## src/rtl/mem_init_pkg.sv

```systemverilog
// Shared types for the memory-initialisation sequencer.
// Holds the fill-pattern selector encoding and the sequencer state encoding.
// No logic; imported by mem_init_seq and mem_init_datagen.
package mem_init_pkg;

    // Fill pattern selector, sampled when a pass is started.
    typedef enum logic [1:0] {
        FILL_IDENT = 2'd0,  // data = idx
        FILL_CONST = 2'd1,  // data = fill_value
        FILL_RAMP  = 2'd2,  // data = fill_value + idx (wraps)
        FILL_REV   = 2'd3   // data = DEPTH-1-idx
    } fill_mode_t;

    // Sequencer states.
    typedef enum logic [1:0] {
        IDLE  = 2'd0,
        WRITE = 2'd1,
        DONE  = 2'd2
    } state_t;

endpackage

```

## src/rtl/mem_init_datagen.sv

```systemverilog
// Pattern generator: maps the current write index to the RAM write data.
// Latency: purely combinational (0 cycles).
// Backpressure: none; the caller decides when the result is used.
//
// Ports:
//   mode       - fill pattern selector (fill_mode_t encoding)
//   fill_value - constant / seed for the pattern
//   idx        - current write index, ADDR_W+1 bits
//   pattern    - data to write at idx, truncated to DATA_W
module mem_init_datagen
    import mem_init_pkg::*;
#(
    parameter int ADDR_W = 8,
    parameter int DATA_W = 8,
    parameter int DEPTH  = 256
) (
    input  logic [1:0]        mode,
    input  logic [DATA_W-1:0] fill_value,
    input  logic [ADDR_W:0]   idx,
    output logic [DATA_W-1:0] pattern
);

    // Work in a width that holds both the index and the data so that every
    // pattern is computed exactly and only truncated at the very end.
    localparam int W = (DATA_W > ADDR_W + 1) ? DATA_W : ADDR_W + 1;

    // DEPTH <= 2**ADDR_W, so DEPTH-1 always fits in W bits.
    localparam logic [W-1:0] DEPTH_M1 = W'(DEPTH - 1);

    logic [W-1:0] idx_w;
    logic [W-1:0] fill_w;
    logic [W-1:0] res;

    always_comb begin
        idx_w  = W'(idx);
        fill_w = W'(fill_value);
        res    = idx_w;
        case (fill_mode_t'(mode))
            FILL_IDENT: res = idx_w;
            FILL_CONST: res = fill_w;
            FILL_RAMP:  res = fill_w + idx_w;   // modulo 2**DATA_W after truncation
            FILL_REV:   res = DEPTH_M1 - idx_w; // idx < DEPTH whenever this is used
            default:    res = idx_w;
        endcase
        pattern = DATA_W'(res);
    end

endmodule

```

## src/rtl/mem_init_seq.sv

```systemverilog
// Memory-initialisation sequencer: writes a mode-selected pattern to RAM addresses 0..DEPTH-1.
// Latency: first write visible one cycle after start is accepted; done DEPTH+1 cycles after start.
// Backpressure: stall holds the write sequence for that cycle (no write, index/address/data held).
//
// Ports:
//   clk, reset_n        - clock, asynchronous active-low reset
//   start               - begin a pass (accepted in IDLE or DONE only)
//   abort               - return to IDLE on the next edge; wins over start and stall
//   stall               - lend the RAM port to another master this cycle
//   mode, fill_value    - pattern select and seed, captured when start is accepted
//   address, data, wren - registered RAM write port
//   busy, done          - pass in progress / pass completed
module mem_init_seq
    import mem_init_pkg::*;
#(
    parameter int ADDR_W = 8,
    parameter int DATA_W = 8,
    parameter int DEPTH  = 256
) (
    input  logic              clk,
    input  logic              reset_n,
    input  logic              start,
    input  logic              abort,
    input  logic              stall,
    input  logic [1:0]        mode,
    input  logic [DATA_W-1:0] fill_value,
    output logic [ADDR_W-1:0] address,
    output logic [DATA_W-1:0] data,
    output logic              wren,
    output logic              busy,
    output logic              done
);

    // The index is one bit wider than the address so that a full-size pass
    // (DEPTH == 2**ADDR_W) reaches DEPTH instead of wrapping back to 0.
    localparam int IW = ADDR_W + 1;
    localparam logic [IW-1:0] DEPTH_IDX = IW'(DEPTH);

    state_t            state_q, state_d;
    logic [IW-1:0]     idx_q, idx_d;
    logic [ADDR_W-1:0] address_q, address_d;
    logic [DATA_W-1:0] data_q, data_d;
    logic              wren_q, wren_d;
    logic              busy_q, busy_d;
    logic              done_q, done_d;
    fill_mode_t        mode_q, mode_d;
    logic [DATA_W-1:0] fill_q, fill_d;

    logic [DATA_W-1:0] pattern;

    // Pattern is driven from the captured mode/seed, so input changes during
    // a pass have no effect on the data written.
    mem_init_datagen #(
        .ADDR_W (ADDR_W),
        .DATA_W (DATA_W),
        .DEPTH  (DEPTH)
    ) u_datagen (
        .mode       (mode_q),
        .fill_value (fill_q),
        .idx        (idx_q),
        .pattern    (pattern)
    );

    always_comb begin
        state_d   = state_q;
        idx_d     = idx_q;
        address_d = address_q;
        data_d    = data_q;
        wren_d    = 1'b0;       // a write only happens in the cycle it is issued
        busy_d    = busy_q;
        done_d    = done_q;
        mode_d    = mode_q;
        fill_d    = fill_q;

        if (abort) begin
            state_d = IDLE;
            idx_d   = '0;
            busy_d  = 1'b0;
            done_d  = 1'b0;
        end else begin
            case (state_q)
                IDLE, DONE: begin
                    if (start) begin
                        mode_d  = fill_mode_t'(mode);
                        fill_d  = fill_value;
                        idx_d   = '0;
                        state_d = WRITE;
                        busy_d  = 1'b1;
                        done_d  = 1'b0;
                    end
                end
                WRITE: begin
                    // start is ignored here; stall freezes the sequence,
                    // including the final transition to DONE.
                    if (!stall) begin
                        if (idx_q < DEPTH_IDX) begin
                            address_d = idx_q[ADDR_W-1:0];
                            data_d    = pattern;
                            wren_d    = 1'b1;
                            idx_d     = idx_q + 1'b1;
                        end else begin
                            state_d = DONE;
                            busy_d  = 1'b0;
                            done_d  = 1'b1;
                        end
                    end
                end
                default: begin
                    state_d = IDLE;
                    idx_d   = '0;
                    busy_d  = 1'b0;
                    done_d  = 1'b0;
                end
            endcase
        end
    end

    always_ff @(posedge clk or negedge reset_n) begin
        if (!reset_n) begin
            state_q   <= IDLE;
            idx_q     <= '0;
            address_q <= '0;
            data_q    <= '0;
            wren_q    <= 1'b0;
            busy_q    <= 1'b0;
            done_q    <= 1'b0;
            mode_q    <= FILL_IDENT;
            fill_q    <= '0;
        end else begin
            state_q   <= state_d;
            idx_q     <= idx_d;
            address_q <= address_d;
            data_q    <= data_d;
            wren_q    <= wren_d;
            busy_q    <= busy_d;
            done_q    <= done_d;
            mode_q    <= mode_d;
            fill_q    <= fill_d;
        end
    end

    assign address = address_q;
    assign data    = data_q;
    assign wren    = wren_q;
    assign busy    = busy_q;
    assign done    = done_q;

endmodule

```

## config.mk

```make
export PLATFORM = sky130hd
export DESIGN_NAME = mem_init_seq
export DESIGN_NICKNAME = d
export VERILOG_FILES = /design/src/rtl/mem_init_pkg.sv /design/src/rtl/mem_init_datagen.sv /design/src/rtl/mem_init_seq.sv
export SDC_FILE = /design/constraint.sdc
export NUM_CORES = 1
export LEC_CHECK = 0
export CAP_MARGIN = 20
export CORE_MARGIN = 1
export CORE_UTILIZATION = 30
export CTS_CLUSTER_DIAMETER = 40
export DETAILED_ROUTE_END_ITERATION = 16
export PLACE_DENSITY = 0.54
export SLEW_MARGIN = 20
export SYNTH_ARGS = -nofsm -noshare
export SYNTH_HDL_FRONTEND = slang
export SYNTH_SLANG_ARGS = --single-unit
```

## constraint.sdc

```tcl
create_clock -name clk -period 5.04 [get_ports clk]
set_input_delay 1.008 -clock clk [delete_from_list [all_inputs] [get_ports clk]]
set_output_delay 1.008 -clock clk [all_outputs]
set_load 0.01 [all_outputs]
```

==> out/metrics.sh <==
DIE_H_UM=86.4
CLOCK_SINKS=39
CTS-BUFFERS-INSERTED=5
UNREPAIRED_SETUP_ENDPOINTS_AFTER_GLOBAL_ROUTING='false'
FMAX_GHz=0.331
DESIGN.DIE.AREA_SQ_UM=7460
ANT_NETS=0
POSTSYNTHNETCOUNT=249
TIGHTESTPINTRANSITION_PS=906
GPL_CONGESTION=0.807
GRT_FIRST_PASS_WIRELENGTH_UM=8480
DETAIL_ROUTE.ITER0.VIOLATIONS=125
ROWS=30
YOSYS_REGISTER_BITS=39
IOS=34
YOSYS_WARNINGS=0
WORST-SETUP-PATH-TYPE='input port to flop'
ROUTED_WIRE_LENGTH_PER_INSTANCE_UM=14.0
CRITPATHREQUIREDTIME_PS=5240
CLK_PIN_SLEW_PS=80
TOTALNEGATIVESETUPSLACK_PS=0
INSERTEDDIODECOUNT=0
GR-TOTAL-OVERFLOW=0
FINAL.MIN_CLOCK_PERIOD_PS=3020
BUFS_ON_LONGEST_CLOCK_PATH=2
CAP_VIOL_MAX_COUNT=0
P_LEAK_nW=1.12
DETAILED_ROUTE_WL_UM=4900
FIN_WS_PS=2020
SETUP.REG_TO_REG.WORST_SLACK_PS=2810
WORSTPATHBUFFERINVERTERCOUNT=2
POST_CTS.REPAIR.SETUP_BUFFERS=0
CRIT_PATH_TOP_DELAY_CELL='sky130_fd_sc_hd__or3_1'
POWER.DENSITY_nW_PER_UM2=330
CLOCK_INSERTION_DELAY_WORST_SKEW_PS=290
NETLIST_INSTANCES=225
REGAREA_SQ_UM=976
FIRST_GLOBAL_VIAS=1636
DRC_ERRORS=0
SHARE_OF_THE_YOSYS_CHIP_AREA_BELONGING_TO_REGISTERS=0.457
SETUP_VIOL=0
PLACE.DETAILED.HPWL_UM=3430
CTS_RESIZED=0
HTREE_LEVELS=2
GRT_START_MAX_NET_PINS=40
MULTI_INPUT_GATE_AREA_IN_THE_FINAL_LAYOUT_SQ_UM=1070
P_R_AREA_GROWTH_VS_SYN_PCT=23.7
TIMING.CRITICAL_PATH.FANOUT_MAX=28
STATUS='finished clean'
DETAILEDROUTE.FIRSTPASSITERATIONCOUNT=4
CTS_ROOT_BUF='sky130_fd_sc_hd__clkbuf_8'
CORE_AREA_SQ_UM=6830
SYN_AREA_SQ_UM=2130
BUFFER_PORTS.INSERTED=33
WORSTPATHCELLLIST='clkdlybuf4s50_1 -> or3_1 -> inv_2 -> o211ai_1 -> o31ai_1'
LARGEST_AREA_CONTRIBUTOR_IN_THE_SYNTHESIZED_NETLIST='sky130_fd_sc_hd__dfrtp_1'
GRT_USAGE=0.148
LAYOUT_WORST_PATH_CYCLE_SHARE=0.600
SETUP.WORST_PATH.END_CLASS='flop'
DIEWIDTH_UM=86.4
SLEW_VIOLATIONS=0
SYNTHDOMINANTCELLAREASHARE=0.457
CP_DATA_ARRIVAL_TIME_PS=3220
FILL_CELLS=734
MAX_SLEW_MARGIN=0.396
YOSYS.CELL_TYPES.COUNT=41
CLOCK_TREE_FROM_TRITONCTS='done'
DETAIL_ROUTE.VIAS_PER_CELL=4.87
CP_LAUNCH_TYPE='input port'
HOLD_BUFFERS=0
IR_DROP_V=0.000129
HOLD_VIOL=0
SYNTHESIS.AREA_PER_INSTANCE_SQ_UM=9.49
DRIVE_ABOVE_1_SHARE=0.0902
PRE_CTS_WS_PS=1700
ANTENNA_VIOLATIONS_BEFORE_REPAIR=0
FLOORPLAN.INITIALDENSITY=0.312
CPLARGESTDELAYFAMILY='buffers and inverters'
FINAL_NETS=278
HOLDCRITPATHCLASS='flop to flop'
SYNTH.TOP_CELLS.BY_AREA='sky130_fd_sc_hd__dfrtp_1 46%, sky130_fd_sc_hd__nand2_1 6.5%, sky130_fd_sc_hd__mux2_2 4.7%, sky130_fd_sc_hd__ha_1 4.7%, sky130_fd_sc_hd__o21ai_0 4.5%'
CP_SLOWEST_STAGE_DELAY_PS=840
ROUTE.VIAS.TOTAL=1710
FINCLKSKEW_PS=5.97
layout by cell type, fill, tap and decap left out, types with 2 or more instances in the layout:
cell,n
sky130_fd_sc_hd__mux2i_1,6
sky130_fd_sc_hd__a211oi_1,2
sky130_fd_sc_hd__xor2_1,7
sky130_fd_sc_hd__inv_1,7
sky130_fd_sc_hd__dfrtp_1,39
sky130_fd_sc_hd__nor2b_1,3
sky130_fd_sc_hd__a21oi_1,12
sky130_fd_sc_hd__and3_1,3
sky130_fd_sc_hd__o211ai_1,5
sky130_fd_sc_hd__nor3_1,3
sky130_fd_sc_hd__nor2_1,21
sky130_fd_sc_hd__clkbuf_8,6
sky130_fd_sc_hd__o21ai_0,19
sky130_fd_sc_hd__ha_1,8
sky130_fd_sc_hd__mux2_2,9
sky130_fd_sc_hd__o2111ai_1,6
sky130_fd_sc_hd__clkdlybuf4s50_1,32
sky130_fd_sc_hd__o21a_1,2
sky130_fd_sc_hd__a211oi_2,2
sky130_fd_sc_hd__or3_1,2
sky130_fd_sc_hd__nand2b_1,4
sky130_fd_sc_hd__nand2_1,37
cell type report:
class | instances | area share
Clock buffer | 6 | 0.0313
Multi-Input combinational cell | 167 | 0.406
Tap cell | 96 | 0.0455
Clock inverter | 2 | 0.0133
Timing Repair Buffer | 33 | 0.123
Inverter | 8 | 0.0114
Sequential cell | 39 | 0.369
cells by family after synthesis:
family,count (synthesis),synth area share
flip-flops,39,0.457
AND/OR/NAND/NOR,75,0.150
multiplexers,15,0.0756
AO/OA/AOI/OAI,61,0.191
XOR/XNOR,7,0.0287
adder cells (fa/ha/maj),9,0.0563
buffers and inverters,19,0.0416
routing by layer:
layer  wire (um)  GRT usage
met5           0          0
met4         101     0.0530
met3         176     0.0286
met2        2090      0.216
met1        2530      0.218
registers in the layout, summed over array words and instances (netlist names):
signal / flops
idx_q: 9
mode_q: 2
address: 8
fill_q: 8
done: 1
data: 8
state_q: 2
wren: 1
power breakdown:
part	switching (W)	internal (W)	total (W)	leakage, nW
Sequential	0.0000422	0.000352	0.000395	0.512
Clock	0.000116	0.000160	0.000276	0.0612
Combinational	0.0000913	0.000108	0.000200	0.551
final timing paths:
check                           start         end  cells past startpoint
max in group asynchronous     reset_n   fill_q[1]                      1
setup / recovery                abort     data[6]                      5
setup reg to reg             idx_q[0]     data[6]                      8
hold reg to reg            address[7]  address[7]                      2
hold / removal             address[7]  address[7]                      2
min in group asynchronous     reset_n   fill_q[6]                      1
synth_stat cells, drive strengths merged:
| library cell | number |
|---|---|
| o2111ai | 6 |
| nor3 | 3 |
| nand2 | 37 |
| mux2 | 9 |
| o41ai | 1 |
| a32o | 1 |
| o21ba | 1 |
| nor2b | 4 |
| buf | 8 |
| fa | 1 |
| mux2i | 6 |
| a21oi | 12 |
| dfrtp | 39 |
| o311ai | 1 |
| and3 | 3 |
| or3 | 2 |
| xor2 | 7 |
| nor2 | 21 |
| or2 | 1 |
| o21ai | 20 |
| a211o | 1 |
| nand2b | 4 |
| inv | 8 |
| clkbuf | 3 |
| o2111a | 1 |
| o22ai | 1 |
| o211ai | 5 |
| a22oi | 1 |
| a21o | 1 |
| o21a | 2 |
| ha | 8 |
| o31ai | 1 |
| a211oi | 4 |
| a31oi | 1 |
| o221ai | 1 |
worst min-delay path: stages (launching register included):
cell and delay [ps]:
sky130_fd_sc_hd__dfrtp_1 350, sky130_fd_sc_hd__nand2_1 50, sky130_fd_sc_hd__nand2_1 50
through the flow:
stage	utilization	hold WS (ps)	instance area (sq um)	cells	power, W
2_1_floorplan	-	498	2130	225	0.000508
3_3_place_gp	0.369	464	2520	343	0.000599
3_5_place_dp	0.369	467	2520	343	0.000603
4_1_cts	0.386	487	2640	351	0.000882
5_1_grt	0.387	518	2640	351	0.000927
6_report	0.387	480	2640	351	0.000871
(Power assumes the default switching activity.)
